==> src/rtl/serial_tdm_scheduler.sv <==
// serial_tdm_scheduler: round-robin arbiter that serialises one captured word at a time onto a single lane
module serial_tdm_scheduler #(
  parameter int NUM_CH = 4,
  parameter int WORD_W = 16,
  parameter int GAP_CYCLES = 2,
  localparam int CH_W = NUM_CH > 1 ? $clog2(NUM_CH) : 1
) (
  input  logic                     clk,
  input  logic                     reset,
  input  logic                     enable,
  input  logic [NUM_CH-1:0]        req,
  input  logic [NUM_CH*WORD_W-1:0] data_in,
  output logic [NUM_CH-1:0]        grant,
  output logic                     ser_out,
  output logic                     ser_valid,
  output logic                     ser_frame,
  output logic [CH_W-1:0]          ser_chan,
  output logic                     busy,
  output logic [7:0]               frame_count
);
  localparam int CNT_W = $clog2(WORD_W + GAP_CYCLES + 1);
  typedef enum logic [1:0] {IDLE, SHIFT, GAP} state_t;
  state_t            r_state, w_state_nxt;
  logic [CNT_W-1:0]  r_cnt, w_cnt_nxt;
  logic [WORD_W-1:0] r_word, w_word_nxt, w_slice;
  logic [CH_W-1:0]   r_ptr, w_ptr_nxt, w_sel, w_idx, r_chan, w_chan_nxt;
  logic [NUM_CH-1:0] r_grant, w_grant_nxt;
  logic              r_out, w_out_nxt, r_valid, w_valid_nxt, r_frame, w_frame_nxt, r_busy, w_busy_nxt;
  logic [7:0]        r_fc, w_fc_nxt;
  logic              w_start, w_last_bit, w_last_gap;
  assign w_start    = r_state == IDLE && enable && |req;
  assign w_last_bit = r_state == SHIFT && r_cnt == CNT_W'(WORD_W - 1);
  assign w_last_gap = r_state == GAP && r_cnt == CNT_W'(GAP_CYCLES - 1);
  assign w_slice    = data_in[w_sel*WORD_W +: WORD_W];
  // pick the first requester at or after the round-robin pointer, wrapping upward
  always_comb begin
    w_sel = r_ptr;
    w_idx = '0;
    for (int i = NUM_CH - 1; i >= 0; i--) begin
      w_idx = CH_W'((int'(r_ptr) + i) % NUM_CH);
      if (req[w_idx]) w_sel = w_idx;
    end
  end
  // state register plus registered copies of every output and the datapath
  always_ff @(posedge clk) begin
    if (reset) begin
      r_state <= IDLE;
      r_cnt   <= '0;
      r_word  <= '0;
      r_ptr   <= '0;
      r_chan  <= '0;
      r_grant <= '0;
      r_out   <= 1'b0;
      r_valid <= 1'b0;
      r_frame <= 1'b0;
      r_busy  <= 1'b0;
      r_fc    <= '0;
    end else begin
      r_state <= w_state_nxt;
      r_cnt   <= w_cnt_nxt;
      r_word  <= w_word_nxt;
      r_ptr   <= w_ptr_nxt;
      r_chan  <= w_chan_nxt;
      r_grant <= w_grant_nxt;
      r_out   <= w_out_nxt;
      r_valid <= w_valid_nxt;
      r_frame <= w_frame_nxt;
      r_busy  <= w_busy_nxt;
      r_fc    <= w_fc_nxt;
    end
  end
  // IDLE -> SHIFT on a grant, SHIFT -> GAP after the last bit, GAP -> IDLE after the idle gap
  always_comb begin
    w_state_nxt = w_start ? SHIFT : w_last_bit ? GAP : w_last_gap ? IDLE : r_state;
  end
  // next values of outputs; the word shifts right so bit 0 is always the bit on the lane
  always_comb begin
    w_cnt_nxt   = (r_state == IDLE || w_last_bit) ? '0 : r_cnt + 1'b1;
    w_word_nxt  = w_start ? w_slice : r_state == SHIFT ? r_word >> 1 : r_word;
    w_ptr_nxt   = w_start ? (w_sel == CH_W'(NUM_CH - 1) ? '0 : w_sel + 1'b1) : r_ptr;
    w_chan_nxt  = w_start ? w_sel : r_chan;
    w_grant_nxt = w_start ? NUM_CH'(1) << w_sel : '0;
    w_out_nxt   = w_start ? w_slice[0] : (r_state == SHIFT && !w_last_bit) ? r_word[1] : 1'b0;
    w_valid_nxt = w_state_nxt == SHIFT;
    w_frame_nxt = w_start;
    w_busy_nxt  = w_state_nxt != IDLE;
    w_fc_nxt    = r_fc + 8'(w_last_bit);
  end
  assign grant       = r_grant;
  assign ser_out     = r_out;
  assign ser_valid   = r_valid;
  assign ser_frame   = r_frame;
  assign ser_chan    = r_chan;
  assign busy        = r_busy;
  assign frame_count = r_fc;
endmodule

==> config.mk <==
export PLATFORM = sky130hd
export DESIGN_NAME = serial_tdm_scheduler
export DESIGN_NICKNAME = d
export VERILOG_FILES = /design/src/rtl/serial_tdm_scheduler.sv
export SDC_FILE = /design/constraint.sdc
export NUM_CORES = 1
export LEC_CHECK = 0
export CAP_MARGIN = 20
export CORE_ASPECT_RATIO = 1.2
export CORE_MARGIN = 2
export CORE_UTILIZATION = 37
export CTS_BUF_LIST = sky130_fd_sc_hd__clkbuf_16
export DETAILED_ROUTE_END_ITERATION = 16
export PLACE_DENSITY = 0.76
export SLEW_MARGIN = 10
export SYNTH_ARGS = -nofsm -noshare
export SYNTH_HDL_FRONTEND = slang
export SYNTH_SLANG_ARGS = --single-unit
==> constraint.sdc <==
create_clock -name clk -period 2.66 [get_ports clk]
set_input_delay 0.266 -clock clk [delete_from_list [all_inputs] [get_ports clk]]
set_output_delay 0.266 -clock clk [all_outputs]
set_load 0.01 [all_outputs]
Word-level counts from Yosys, hierarchy flattened
Index checks and enable logic that the tools add are counted.

word-level totals
  bits in registers = 43
  input bits = 71

cells by class
  add/sub/neg operators = 6
  order comparisons = 4
  equal/unequal tests = 6
  shift-type cells = 2
  mux-type cells = 20
  bitwise gates (word level) = 1
  reductions and logical operators = 13

operator list
  cell                                                                  number
  64-bit by 7-bit variable part select with 16-bit output               1
  16-bit two-way mux                                                    2
  2-bit two-way mux                                                     8
  2-bit by 3-bit < comparator with 1-bit output, second input constant  4
  8-bit by 1-bit adder with 8-bit output                                1
  1-bit binary-select mux with 2-bit select                             4
  1-bit two-way mux                                                     6
  5-bit by 1-bit adder with 5-bit output, second input constant         1
  5-bit by 1-bit == test with 1-bit output, second input constant       1
  5-bit by 4-bit == test with 1-bit output, second input constant       1
  1-bit logical AND                                                     5
  2-bit by 1-bit adder with 2-bit output, second input constant         2
  2-bit adder, second input constant                                    2
  2-bit by 1-bit == test with 1-bit output, second input constant       2
  2-bit == test, second input constant                                  2
  2-bit nonzero test                                                    2
  2-bit OR reduction                                                    2
  4-bit OR reduction                                                    1
  1-bit by 2-bit left shift with 4-bit output, first input constant     1
  2-bit zero test                                                       1
  1-bit zero test                                                       1
  1-bit logical OR                                                      1
  1-bit NOT                                                             1

Longest topological paths before layout
  word-level depth = 9
  mapped depth = 9
  depth with buffers taken out = 9

Least setup slack after synthesis
OpenSTA, ideal clock, no wires.

  path kind = flip-flop to flip-flop
  start = register r_state[0]
  end = register r_fc[5] (netlist: frame_count[5])
  data arrival time = 1.783 ns
  setup slack = 0.750 ns
  stages on the path, launching flop included = 9
  path buffers = 1
  period minus slack after synthesis = 1.910 ns
  path through = dfxtp_1 > nor2b_1 > clkbuf_1 > and2_1 > ha_1 > and3_1 > nand3_1 > xor2_1 > nor2_1

on the way
  word-level cells in the longest chain between the ends = 3

RTL lines
  element                                   RTL line  source
  start: declaration                        23        state_t r_state, w_state_nxt;
  start signal: assignment                  59        r_state <= w_state_nxt;
  2-bit by 1-bit == test with 1-bit output  32        assign w_last_bit = r_state == SHIFT && r_cnt == CNT_W'(WORD_W - 1);
  1-bit logical AND                         32
  8-bit by 1-bit adder with 8-bit output    87        w_fc_nxt = r_fc + 8'(w_last_bit);
  end signal: assignment                    69        r_fc <= w_fc_nxt;
  end: declaration                          29        logic [7:0] r_fc, w_fc_nxt;

Every way passes these cells.
A chain may end at the register's enable or synchronous reset.

Worst setup path after layout
  start = input req[3]
  end = register r_word[3]

on the way
  word-level cells in the longest chain between the ends = 8
  elaborated cells on any way between the ends = 17
  classes of those cells = 1 x shift; 13 x mux; 3 x reduce/logical

RTL lines
  element                                                  RTL line  source
  start: declaration                                       11        input logic [NUM_CH-1:0] req,
  1-bit binary-select mux with 2-bit select                41        if (req[w_idx]) w_sel = w_idx;
  1-bit two-way mux (not written as such)                  41
  2-bit two-way mux (4 in series)                          41
  64-bit by 7-bit variable part select with 16-bit output  34        assign w_slice = data_in[w_sel*WORD_W +: WORD_W];
  16-bit two-way mux                                       79        w_word_nxt = w_start ? w_slice : r_state == SHIFT ? r_word >> 1 : r_word;
  end signal: assignment                                   61        r_word <= w_word_nxt;
  end: declaration                                         25        logic [WORD_W-1:0] r_word, w_word_nxt, w_slice;

Several ways; a longest one is shown, not always the timed one. The select of a mux whose other input is x is not followed.

==> flow_summary.ini <==
[outcome]
outcome = completed

[drt]
wl_um = 5660
viasPerCell = 4.97
drc = 0
wl_per_cell_um = 13.4
vias = 2096
ant_nets = 0
drtPass1Iterations = 4
drtIter0Drc = 112

[floorplan]
fp.coreArea_um2 = 6010
io_pins = 89
dieWidth_um = 76.0
initial_utilization_pct = 38.3
die_area_um2 = 6870
rows = 31
fp.dieH_um = 90.4

[logic_synthesis]
synthXorXnorAreaFrac_pct = 3.42
ys_seq_area_share_pct = 36.5
syn_area_per_cell_um2 = 8.99
synth-seq-cells = 42
synth_compound_area_share_pct = 14.5
synthSimpleGateAreaFrac_pct = 24.4
yosysUniqueCellTypes = 43
synth_area_um2 = 2300
syn_inst = 256
synth_warnings = 0
synthesis.nets = 332
synth_adder_area_share_pct = 2.72
synthMuxAreaShare_pct = 13.5
synth_top_family_by_area = simple AND/OR/NAND/NOR gates

[sta]
rsz0062_at_grt = false
tightest_slew_ns = 0.992
hold_viol_final = 0
slew_viol_final = 0
slew_headroom_pct = 33.8
finalCriticalPeriod_ns = 2.22
setup_tns_ns = 0
period_share_pct = 83.6
max_freq_ghz = 0.450
fin_skew_ns = 0.00441
setup_violations = 0

[clocking]
clock_sinks = 42
clkSlewWorstSetupHoldPaths_ns = 0.06
htree_levels = 2
cts_buffers = 5
cts_tree = done
clk_path_buf_depth = 2
cts_repair_resize_count = 0
hold_buffers = 0
insertion_delay_ns = 0.28
cts-root-buf = clkbuf_16
post-cts-setup-buffers = 0

[finish]
drive_gt1_share_pct = 8.53
nFillCells = 535
antenna_cells = 0
layoutNonFillerInstCount = 422
areaGrowthSynthToFinish_pct = 45.8
design_area_um2 = 3360
nNetsFinal = 417
postLayoutCoreUtil_pct = 55.8

[grt]
grt_max_degree = 37
gr-usage-all-layers_pct = 16.2
grt_pass1_wl_um = 9210
grt-ovfl-total = 0
antenna_found_initial = 0
grt_pass1_vias = 2034

[placed_design]
dp_hpwl_um = 4170
dp.cells = 416
gp_congestion = 0.809
placed_area_um2 = 3230
port_buffers = 88

[worst_setup_path]
crit_arrival_ns = 2.35
cp_max_fo = 36
crit_type = input pin to flip-flop
setup.worst_path.end_class = flip-flop
crit_required_ns = 2.78
start_kind = input pin

[pwr]
power_leakage_uw = 0.00134
worst_ir_drop_vdd_mv = 0.301
p_per_area_nw_per_um2 = 494

[hold_path]
hp-class = flip-flop to flip-flop

[job]
cap_violations = 0
==> Yosys cell counts (all sizes together) <==
cell type / n / area [µm²]
clkinv: 1 / 3.75
a311o: 1 / 10.0
buf: 7 / 66.3
xnor2: 4 / 35.0
ha: 5 / 62.6
inv: 4 / 15.0
nand2: 49 / 200
xor2: 5 / 43.8
mux2i: 31 / 310
a31oi: 1 / 6.26
a21bo: 1 / 10.0
a211oi: 1 / 7.51
o211a: 1 / 10.0
clkbuf: 8 / 30.0
nor2: 22 / 85.1
nor4b: 1 / 8.76
o21bai: 1 / 7.51
and3: 4 / 25.0
a211o: 1 / 8.76
o21ai: 5 / 25.0
nand3b: 1 / 7.51
and2: 2 / 12.5
and3b: 1 / 8.76
nand3: 20 / 105
nor3: 3 / 15.0
a221oi: 14 / 210
nand2b: 1 / 6.26
or4: 2 / 15.0
dfxtp: 42 / 841
or4b: 1 / 10.0
o221ai: 1 / 8.76
a22o: 1 / 8.76
a21oi: 4 / 20.0
nand4: 1 / 6.26
nor2b: 9 / 56.3
==> per-layer routing <==
layer / vias up / GRT usage [%] / wire [µm]
met5: - / 0 / 0
met4: 0 / 5.00 / 73
met3: 7 / 4.70 / 387
met2: 63 / 28.7 / 2820
met1: 955 / 18.7 / 2380
li1: 1071 / - / -
==> state kept, by name (all words and copies together) (netlist names) <==
signal and count:
r_ptr 2, frame_count 8, busy 1, ser_valid 1, ser_chan 2, r_cnt 5, ser_frame 1, r_word 15
r_state 2, ser_out 1, grant 4
==> critical path, stage by stage <==
cell             delay (ns)
clkdlybuf4s50_1        0.57
and3b_1                0.19
or4_1                  0.54
nand2_8                0.33
mux2i_1                0.33
a221oi_2               0.10
==> report_power, final <==
part	internal [µW]	leakage (µW)	switching, µW
clock network	333	0.0000632	217
registers	670	0.000344	23.7
logic	222	0.000934	191
total	1230	0.00134	432
==> path summary, 6_finish.rpt <==
check,cells after the start,from,end,slack (ns)
max,6,req[3],r_word[3],0.44
min,2,ser_chan[1],ser_chan[1],0.47
max reg2reg,5,r_ptr[0],r_word[3],0.63
min reg2reg,2,ser_chan[1],ser_chan[1],0.47
==> final cells by class <==
cell class | instances | area (µm²) | area share (%)
timing repair buffer | 93 | 918 | 27.4
tap | 82 | 103 | 3.06
sequential | 42 | 841 | 25.1
inverter | 5 | 18.8 | 0.559
multi-input combinational | 194 | 1350 | 40.1
clock buffer | 5 | 125 | 3.73
clock inverter | 1 | 3.75 | 0.112
==> logic make-up (layout without fill, tap and decap cells) <==
logic type | count (synthesis) | count (layout)
xor+xnor | 9 | 9
simple gates | 117 | 117
compound gates | 32 | 32
flops | 42 | 42
buf+inv | 20 | 104
fa+ha+maj | 5 | 5
mux | 31 | 31
==> per-stage QoR <==
step / worst slack (ns) / hold slack (ns) / total power (µW)
4_1_cts: 0.433 / 0.480 / 1680
3_5_place_dp: 0.128 / 0.471 / 1120
6_report: 0.436 / 0.473 / 1660
2_1_floorplan: 0.750 / 0.433 / 970
3_3_place_gp: 0.216 / 0.448 / 1120
5_1_grt: 0.356 / 0.498 / 1740
==> cells in the final DEF (no fill, tap or decap), drive strengths merged <==
cell | netlist | final
nor3 | 3 | 3
a22o | 1 | 1
a31oi | 1 | 1
nand4 | 1 | 1
o221ai | 1 | 1
a21bo | 1 | 1
nor2 | 22 | 22
dfxtp | 42 | 42
a221oi | 14 | 14
inv | 4 | 4
a211oi | 1 | 1
buf | 7 | 5
and3 | 4 | 4
a311o | 1 | 1
nor4b | 1 | 1
and3b | 1 | 1
nand3 | 20 | 20
a211o | 1 | 1
nor2b | 9 | 9
nand2b | 1 | 1
clkbuf | 8 | 5
o21bai | 1 | 1
or4 | 2 | 2
ha | 5 | 5
o21ai | 5 | 5
nand3b | 1 | 1
or4b | 1 | 1
mux2i | 31 | 31
clkdlybuf4s50 | 0 | 88
clkinv | 1 | 2
xor2 | 5 | 5
xnor2 | 4 | 4
a21oi | 4 | 4
and2 | 2 | 2
o211a | 1 | 1
nand2 | 49 | 49
Note: power is estimated with default switching activity, not from simulation.
==> edit: new RTL, config.mk and constraints unchanged <==
Encoding of `state_t`: now one-hot (3 bits for 3 states).
--- a/src/rtl/serial_tdm_scheduler.sv
+++ b/src/rtl/serial_tdm_scheduler.sv
@@ -19,7 +19,7 @@
   output logic [7:0]               frame_count
 );
   localparam int CNT_W = $clog2(WORD_W + GAP_CYCLES + 1);
-  typedef enum logic [1:0] {IDLE, SHIFT, GAP} state_t;
+  typedef enum logic [2:0] {IDLE = 3'b001, SHIFT = 3'b010, GAP = 3'b100} state_t;
   state_t            r_state, w_state_nxt;
   logic [CNT_W-1:0]  r_cnt, w_cnt_nxt;
   logic [WORD_W-1:0] r_word, w_word_nxt, w_slice;
Check against the original RTL: same outputs for any inputs over 10 cycles, from zero or initial values and one cycle with reset high; not proved beyond that.
==> edit against the unedited design <==
Setup slack worse by 0.11 ns. First-iteration DRC count up 5.4%. Synthesized area down 0.43%. Total power up 12%. Global-route usage up 1.7 points. Combinational power up 8.0%. Non-clock buffer count up 3. Die area down 0.42%. Design area up 2.6%. Sequential cell count up 1. Wire length down 0.26%. Critical endpoint is now r_word[11]. Highest routed layer unchanged.
==> edit: results (changes against the unedited design) <==
qor: drt.drt-met1-wl 2.299 mm [was 2.382 mm]
qor: run_status.status complete, no violations [unchanged]
qor: finish.final_cell_count_no_fill 419 [was 422]
qor: yosys.seq_total_area_yosys 37.55% [was 36.52%]
qor: global_routing.groute.layer.met2.usage 30.39% [was 28.72%]
qor: drt.detailedRoute.firstIterationViolations 118 [was 112]
qor: power.p_sw_share 25.47% [was 26.07%]
qor: timing.post-route-worst-setup-slack 0.3250 ns [was 0.4364 ns]
qor: place.gpl.final_weighted_congestion 0.8448 [was 0.8094]
qor: yosys.number_of_unique_standard_cell_types_used_by_synthesis 46 [was 43]
qor: global_routing.grt_first_pass_wirelength 9.625 mm [was 9.211 mm]
qor: drt.routed_wire_per_std_cell 13.48 um [was 13.42 um]
qor: setup_path.worstSetupEndpoint r_word[11] [was r_word[3]]
qor: global_routing.grtUsageTotal 17.86% [was 16.18%]
qor: timing.timing.hold.ws 0.4678 ns [was 0.4727 ns]
qor: place.placed_cell_area 3274 um2 [was 3227 um2]
qor: yosys.ys_top_cells_by_count sky130_fd_sc_hd__dfxtp_1, sky130_fd_sc_hd__mux2i_1, sky130_fd_sc_hd__nor2_1 [was sky130_fd_sc_hd__nand2_1, sky130_fd_sc_hd__dfxtp_1, sky130_fd_sc_hd__mux2i_1]
qor: min_path.min_to ser_chan[0] [was ser_chan[1]]
qor: place.detailed_place_hpwl 4.296 mm [was 4.171 mm]
qor: setup_path.crit_path_top_delay_cell sky130_fd_sc_hd__nor2_1 [was sky130_fd_sc_hd__clkdlybuf4s50_1]
qor: yosys.post_synth_fa_ha_maj_area_fraction 2.183% [was 2.717%]
qor: drt.vias_post_dr 2198 [was 2096]
qor: setup_path.critical_path.max_fanout 14 [was 36]
qor: drt.wl_met2 2.886 mm [was 2.821 mm]
qor: global_routing.grt_max_degree 28 [was 37]
qor: yosys.main_combinational_cell_family_by_area_after_synthesis multiplexers [was simple AND/OR/NAND/NOR gates]
qor: setup_path.stage_delay_of_the_slowest_cell_on_the_critical_path 0.79 ns [was 0.57 ns]
qor: power.power_leakage 1.304 nW [was 1.341 nW]
qor: yosys.synth.net_count 322 [was 332]
qor: place.place.detailed.instances 411 [was 416]
qor: yosys.synth-compound-area-share 17.14% [was 14.46%]
qor: setup_path.worst_setup_path_startpoint req[0] [was req[3]]
qor: yosys.ys_top_cells_by_area sky130_fd_sc_hd__dfxtp_1, sky130_fd_sc_hd__mux2i_1, sky130_fd_sc_hd__mux2_2 [was sky130_fd_sc_hd__dfxtp_1, sky130_fd_sc_hd__mux2i_1, sky130_fd_sc_hd__a221oi_2]
==> edit: cell count changes after synthesis, moves of 6 or more <==
cell,change
sky130_fd_sc_hd__a221oi_2,-14
sky130_fd_sc_hd__mux2_2,+14
sky130_fd_sc_hd__nor2_1,+6
sky130_fd_sc_hd__o21ai_0,+17
sky130_fd_sc_hd__nand2_1,-39
sky130_fd_sc_hd__a221oi_1,+13
sky130_fd_sc_hd__nand3_1,-12
==> edit: area by class of cell <==
| type | count | area [um2] |
|---|---|---|
| Clock buffer | 5 | 125.1 |
| Clock inverter | 3 | 43.79 |
| Fill cell | 567 | 2569 |
| Inverter | 5 | 18.77 |
| Multi-Input combinational cell | 185 | 1339 |
| Sequential cell | 43 | 860.8 |
| Tap cell | 82 | 102.6 |
| Timing Repair Buffer | 96 | 953.4 |
